## src/rtl/pkt_guard_pkg.sv

```systemverilog
// Shared types for the packet framing guard: FSM states, hold-register beat and len sizing.
package pkt_guard_pkg;

  localparam int unsigned BEAT_DWIDTH = 16;

  typedef enum logic [1:0] {
    IDLE_S = 2'd0,
    PKT_S  = 2'd1,
    DROP_S = 2'd2
  } state_t;

  typedef struct packed {
    logic [BEAT_DWIDTH-1:0] data;
    logic                   sop;
    logic                   eop;
  } beat_t;

  // Bits needed to count 0..max_len beats.
  function automatic int unsigned len_width(input int unsigned max_len);
    return $clog2(max_len + 1);
  endfunction

endpackage

```

## src/rtl/sat_counter.sv

```systemverilog
// Statistics counter that sticks at all-ones instead of wrapping.
module sat_counter #(
  parameter int unsigned CWIDTH = 16
) (
  input  logic              clk_i,
  input  logic              srst_i,
  input  logic              inc_i,
  output logic [CWIDTH-1:0] cnt_o
);

  always_ff @(posedge clk_i) begin
    if (srst_i) begin
      cnt_o <= '0;
    end else if (inc_i && (cnt_o != '1)) begin
      cnt_o <= cnt_o + CWIDTH'(1);
    end
  end

endmodule

```

## src/rtl/pkt_framing_guard.sv

```systemverilog
// Repairs Avalon-ST framing in front of the packet sorter: drops orphans, closes
// interrupted packets, truncates overlong ones. A one-beat hold register decides eop early.
module pkt_framing_guard
  import pkt_guard_pkg::*;
#(
  parameter int unsigned DWIDTH      = 16,
  parameter int unsigned MAX_PKT_LEN = 250,
  parameter int unsigned CWIDTH      = 16
) (
  input  logic              clk_i,
  input  logic              srst_i,
  input  logic [DWIDTH-1:0] snk_data_i,
  input  logic              snk_startofpacket_i,
  input  logic              snk_endofpacket_i,
  input  logic              snk_valid_i,
  output logic              snk_ready_o,
  output logic [DWIDTH-1:0] src_data_o,
  output logic              src_startofpacket_o,
  output logic              src_endofpacket_o,
  output logic              src_valid_o,
  input  logic              src_ready_i,
  output logic [CWIDTH-1:0] pkt_cnt_o,
  output logic [CWIDTH-1:0] trunc_cnt_o,
  output logic [CWIDTH-1:0] orphan_cnt_o,
  output logic [CWIDTH-1:0] broken_cnt_o
);

  localparam int unsigned        LWIDTH  = len_width(MAX_PKT_LEN);
  localparam logic [LWIDTH-1:0] LEN_MAX = LWIDTH'(MAX_PKT_LEN);
  localparam logic [LWIDTH-1:0] LEN_ONE = LWIDTH'(1);

  state_t            state_q, state_d;
  beat_t             h_q, h_d;
  logic              h_valid_q, h_valid_d;
  logic [LWIDTH-1:0] len_q, len_d;
  beat_t             in_beat;

  logic o_free;
  logic acc;
  logic xfer;
  logic xfer_eop;
  logic inc_pkt, inc_trunc, inc_orphan, inc_broken;

  assign o_free      = !src_valid_o || src_ready_i;
  assign snk_ready_o = o_free || !h_valid_q;
  assign acc         = snk_valid_i && snk_ready_o;
  assign in_beat     = {BEAT_DWIDTH'(snk_data_i), snk_startofpacket_i, snk_endofpacket_i};

  // Next-state, hold-register update and counter strobes.
  always_comb begin
    state_d    = state_q;
    h_d        = h_q;
    len_d      = len_q;
    xfer_eop   = h_q.eop;
    inc_trunc  = 1'b0;
    inc_orphan = 1'b0;
    inc_broken = 1'b0;

    // A held beat leaves once its eop is known: either flagged, or decided by the next beat.
    xfer      = h_valid_q && o_free && (h_q.eop || (acc && (state_q == PKT_S)));
    h_valid_d = h_valid_q && !xfer;

    unique case (state_q)
      IDLE_S, DROP_S: begin
        if (acc) begin
          if (snk_startofpacket_i) begin
            h_d       = in_beat;
            h_valid_d = 1'b1;
            len_d     = LEN_ONE;
            state_d   = snk_endofpacket_i ? IDLE_S : PKT_S;
          end else if (state_q == IDLE_S) begin
            inc_orphan = 1'b1;
          end else if (snk_endofpacket_i) begin
            state_d = IDLE_S;
          end
        end
      end

      PKT_S: begin
        if (acc) begin
          h_d       = in_beat;
          h_valid_d = 1'b1;
          if (snk_startofpacket_i) begin
            xfer_eop   = 1'b1;
            inc_broken = 1'b1;
            len_d      = LEN_ONE;
            state_d    = snk_endofpacket_i ? IDLE_S : PKT_S;
          end else begin
            len_d = len_q + LEN_ONE;
            if (snk_endofpacket_i) begin
              state_d = IDLE_S;
            end else if ((len_q + LEN_ONE) == LEN_MAX) begin
              h_d.eop   = 1'b1;
              inc_trunc = 1'b1;
              state_d   = DROP_S;
            end
          end
        end
      end

      default: state_d = IDLE_S;
    endcase

    inc_pkt = xfer && xfer_eop;
  end

  always_ff @(posedge clk_i) begin
    if (srst_i) begin
      state_q             <= IDLE_S;
      h_q                 <= '0;
      h_valid_q           <= 1'b0;
      len_q               <= '0;
      src_valid_o         <= 1'b0;
      src_startofpacket_o <= 1'b0;
      src_endofpacket_o   <= 1'b0;
      src_data_o          <= '0;
    end else begin
      state_q   <= state_d;
      h_q       <= h_d;
      h_valid_q <= h_valid_d;
      len_q     <= len_d;
      if (xfer) begin
        src_valid_o         <= 1'b1;
        src_data_o          <= DWIDTH'(h_q.data);
        src_startofpacket_o <= h_q.sop;
        src_endofpacket_o   <= xfer_eop;
      end else if (src_ready_i) begin
        src_valid_o <= 1'b0;
      end
    end
  end

  sat_counter #(.CWIDTH(CWIDTH)) u_pkt_cnt (
    .clk_i (clk_i), .srst_i(srst_i), .inc_i(inc_pkt), .cnt_o(pkt_cnt_o)
  );

  sat_counter #(.CWIDTH(CWIDTH)) u_trunc_cnt (
    .clk_i (clk_i), .srst_i(srst_i), .inc_i(inc_trunc), .cnt_o(trunc_cnt_o)
  );

  sat_counter #(.CWIDTH(CWIDTH)) u_orphan_cnt (
    .clk_i (clk_i), .srst_i(srst_i), .inc_i(inc_orphan), .cnt_o(orphan_cnt_o)
  );

  sat_counter #(.CWIDTH(CWIDTH)) u_broken_cnt (
    .clk_i (clk_i), .srst_i(srst_i), .inc_i(inc_broken), .cnt_o(broken_cnt_o)
  );

endmodule

```

## config.mk

```make
export PLATFORM = sky130hd
export DESIGN_NAME = pkt_framing_guard
export DESIGN_NICKNAME = d
export VERILOG_FILES = /design/src/rtl/pkt_guard_pkg.sv /design/src/rtl/sat_counter.sv /design/src/rtl/pkt_framing_guard.sv
export SDC_FILE = /design/constraint.sdc
export NUM_CORES = 1
export LEC_CHECK = 0
export CAP_MARGIN = 5
export CORE_MARGIN = 2
export CORE_UTILIZATION = 52
export DETAILED_ROUTE_END_ITERATION = 8
export PLACE_DENSITY = 0.8
export SLEW_MARGIN = 10
export SYNTH_ARGS = -nofsm -noshare
export SYNTH_HDL_FRONTEND = slang
export SYNTH_HIERARCHICAL = 1
export SYNTH_SLANG_ARGS = --single-unit
```

## constraint.sdc

```tcl
create_clock -name clk_i -period 3.09 [get_ports clk_i]
set_clock_uncertainty 0.1 [all_clocks]
set_input_delay 0.309 -clock clk_i [delete_from_list [all_inputs] [get_ports clk_i]]
set_output_delay 0.309 -clock clk_i [all_outputs]
set_load 0.005 [all_outputs]
```

==> impl_metrics.yaml <==
placed_design:
  placed_cell_area_mm2: 0.00658
  portBuffers: 105
  place_congestion: 0.820
  dp_hpwl_mm: 9.06
worst_setup_path:
  crit_path_end_kind: "flop"
  worstSetupStartpointType: "flop"
  critPathKind: "flop to flop"
  cp.arrival_ns: 2.84
  cp.required_ns: 3.25
  startpoint: "len_q[0]$_SDFFE_PP0P_"
  critPathMaxFanout: 11
  worstReg2RegStart: "len_q[0]$_SDFFE_PP0P_"
sta:
  period_needed_ns: 2.68
  rsz0062_at_grt: "no"
  slew_viol_final: 0
  slew_headroom_pct: 45.1
  setup_viol: 0
  fin_tns_setup_ns: 0
  tightest_slew_ns: 0.818
  fmax_mhz: 373
  finalCritPeriodShare_pct: 86.7
  finalHoldViolCount: 0
global_route:
  grt_pass1_wl_mm: 21.4
  grt_max_degree: 78
  antenna_found_initial: 0
  grt_usage_pct: 22.6
  overflow: 0
  first_global_vias: 4725
clocking:
  cts.htree.levels: 3
  cts_tree: "yes"
  postCtsSetupBuffers: 0
  clk_pin_slew_ns: 0.10
  cts_sinks: 112
  clk_latency_ns: 0.37
  cts_resized: 0
  postCtsHoldBufs: 0
  cts_buffer_depth: 2
  numCtsBuffers: 9
  clock-root-buffer: "clkbuf_8"
finish:
  antenna_cells: 0
  final_cell_area_mm2: 0.00676
  area_growth_syn_to_layout_pct: 23.9
  drive_gt1_share_pct: 6.42
  fin_nets: 772
  layout.area.seq_mm2: 0.00224
  fill_cells: 860
  multi_input_area_mm2: 0.00298
routing:
  drc: 0
  first_pass_iters: 5
  ant_nets: 0
  drt-total-wl_mm: 13.1
  drt-initial-drc-count: 319
  routed_via_density: 5.90
  vias: 5218
  wl_per_cell_um: 14.8
logic_synthesis:
  synth_fp_nets: 680
  netlist_instances: 652
  synth_top_area_share_pct: 41.1
  synth_area_mm2: 0.00545
  ys_warn_count: 6
  ys.flop_type: "dfxtp_1"
  synth_edf_count: 0
  avgSynthCellArea_um2: 8.36
  netlist_top_cells_count: "dfxtp_1 (112), nand2_1 (94), a21oi_1 (84)"
  synthTopCellsByArea: "dfxtp_1 (41%), a21oi_1 (7.7%), nand2_1 (6.5%)"
  synth_top_area_cell: "dfxtp_1"
  ys_seq_elements: 112
  synth.distinct_cells: 56
  yosysSeqAreaShare_pct: 41.1
  yosysMostFrequentCell: "dfxtp_1"
  async_flop_share_pct: 0
die:
  rows: 37
  fp.dieArea_mm2: 0.0113
  dieWidth_um: 106
  ios: 106
  die_h_um: 106
  core_area_mm2: 0.0102
  start_util_pct: 53.3
worst_hold_path:
  hp-start: "h_q[1]$_SDFFE_PP0P_"
  hp-class: "flop to flop"
pwr:
  peakVddDrop_v: 0.000195
  p_leak_nw: 2.21
  power_density_mw_per_mm2: 362
flow_run:
  drv_cap: 0
run_status:
  status: "complete, no violations"
## cells in the final DEF, fill, tap and decap left out, drive strengths merged, types with 4 or more instances in the layout
master / netlist / routed
mux2i: 4 / 4
nand3: 30 / 30
dfxtp: 112 / 112
clkdlybuf4s50: 0 / 104
nor2: 39 / 39
buf: 19 / 11
nor4bb: 4 / 4
a21oi: 84 / 84
ha: 6 / 6
clkbuf: 15 / 11
xnor2: 10 / 10
o21a: 4 / 4
mux2: 4 / 4
o21ai: 21 / 21
nor3: 19 / 19
o41ai: 4 / 4
nand3b: 5 / 5
inv: 16 / 17
or3: 14 / 14
or4: 28 / 28
and3: 6 / 6
o31ai: 25 / 25
nand4: 19 / 19
and4: 12 / 12
nand2: 99 / 99
nor2b: 13 / 13
nor4: 14 / 14
o311ai: 4 / 4
## cells by family after synthesis
| group | synth area share [%] |
|---|---|
| AOI/OAI and AO/OA | 16.8 |
| xor gates and xnor gates | 1.93 |
| adders and majority gates | 1.38 |
| buffers and inverters | 4.22 |
| DFF | 41.1 |
| muxes | 1.56 |
| and+or+nand+nor | 33.0 |
## final cells by class
class,count,share of cell area (%)
timing repair buffer,115,16.6
tap,136,2.52
inverter,16,0.889
sequential,112,33.2
multi-input combinational,490,44.1
clock inverter,4,0.426
clock buffer,11,2.24
## metrics by stage
step	std cells	hold WS, ns	utilization [%]	setup WS [ns]	total power, mW
after floorplan	652	0.332	-	0.663	1.60
after global placement	869	0.336	64.3	0.399	1.66
after detailed placement	869	0.342	64.3	0.164	1.66
after CTS	884	0.357	66.0	0.425	2.47
after global routing	884	0.373	66.0	0.187	2.54
final	884	0.356	66.0	0.410	2.45
## critical path: stages (launching register included)
cell      delay [ns]
dfxtp_1         0.47
ha_1            0.30
nand3_1         0.12
xnor2_1         0.24
nand4_1         0.16
nor2_1          0.13
buf_4           0.15
nand2_1         0.20
nor4bb_1        0.35
mux2_2          0.37
## per-layer routing
layer  track usage (%)  up-vias  wire, um
li1                  -     2582         -
met1              30.5     2482      6160
met2              37.1      143      6100
met3              3.56       11       665
met4              7.52        0       135
met5                 0        -         0
## final timing paths
| kind | endpoint | slack (ns) | cells past startpoint |
|---|---|---|---|
| setup / recovery | u_trunc_cnt/cnt_o[11]$_SDFFE_PP0P_ | 0.41 | 9 |
| hold / removal | src_startofpacket_o$_SDFFE_PP0P_ | 0.36 | 2 |
| setup reg to reg | u_trunc_cnt/cnt_o[11]$_SDFFE_PP0P_ | 0.41 | 9 |
| hold reg to reg | src_startofpacket_o$_SDFFE_PP0P_ | 0.36 | 2 |
## power breakdown
group,switching [mW],internal (mW)
clock network,0.482,0.335
logic,0.0833,0.0626
registers,0.0185,1.46
total,0.583,1.86
## registers in the layout (all words and copies together) (netlist names)
register and count:
u_broken_cnt/cnt_o 16, u_pkt_cnt/cnt_o 16, h_q 18, src_valid_o 1, u_trunc_cnt/cnt_o 16, src_startofpacket_o 1
u_orphan_cnt/cnt_o 16, src_data_o 16, state_q 2, len_q 8, h_valid_q 1, src_endofpacket_o 1
Power figures use the tool's default switching activity.
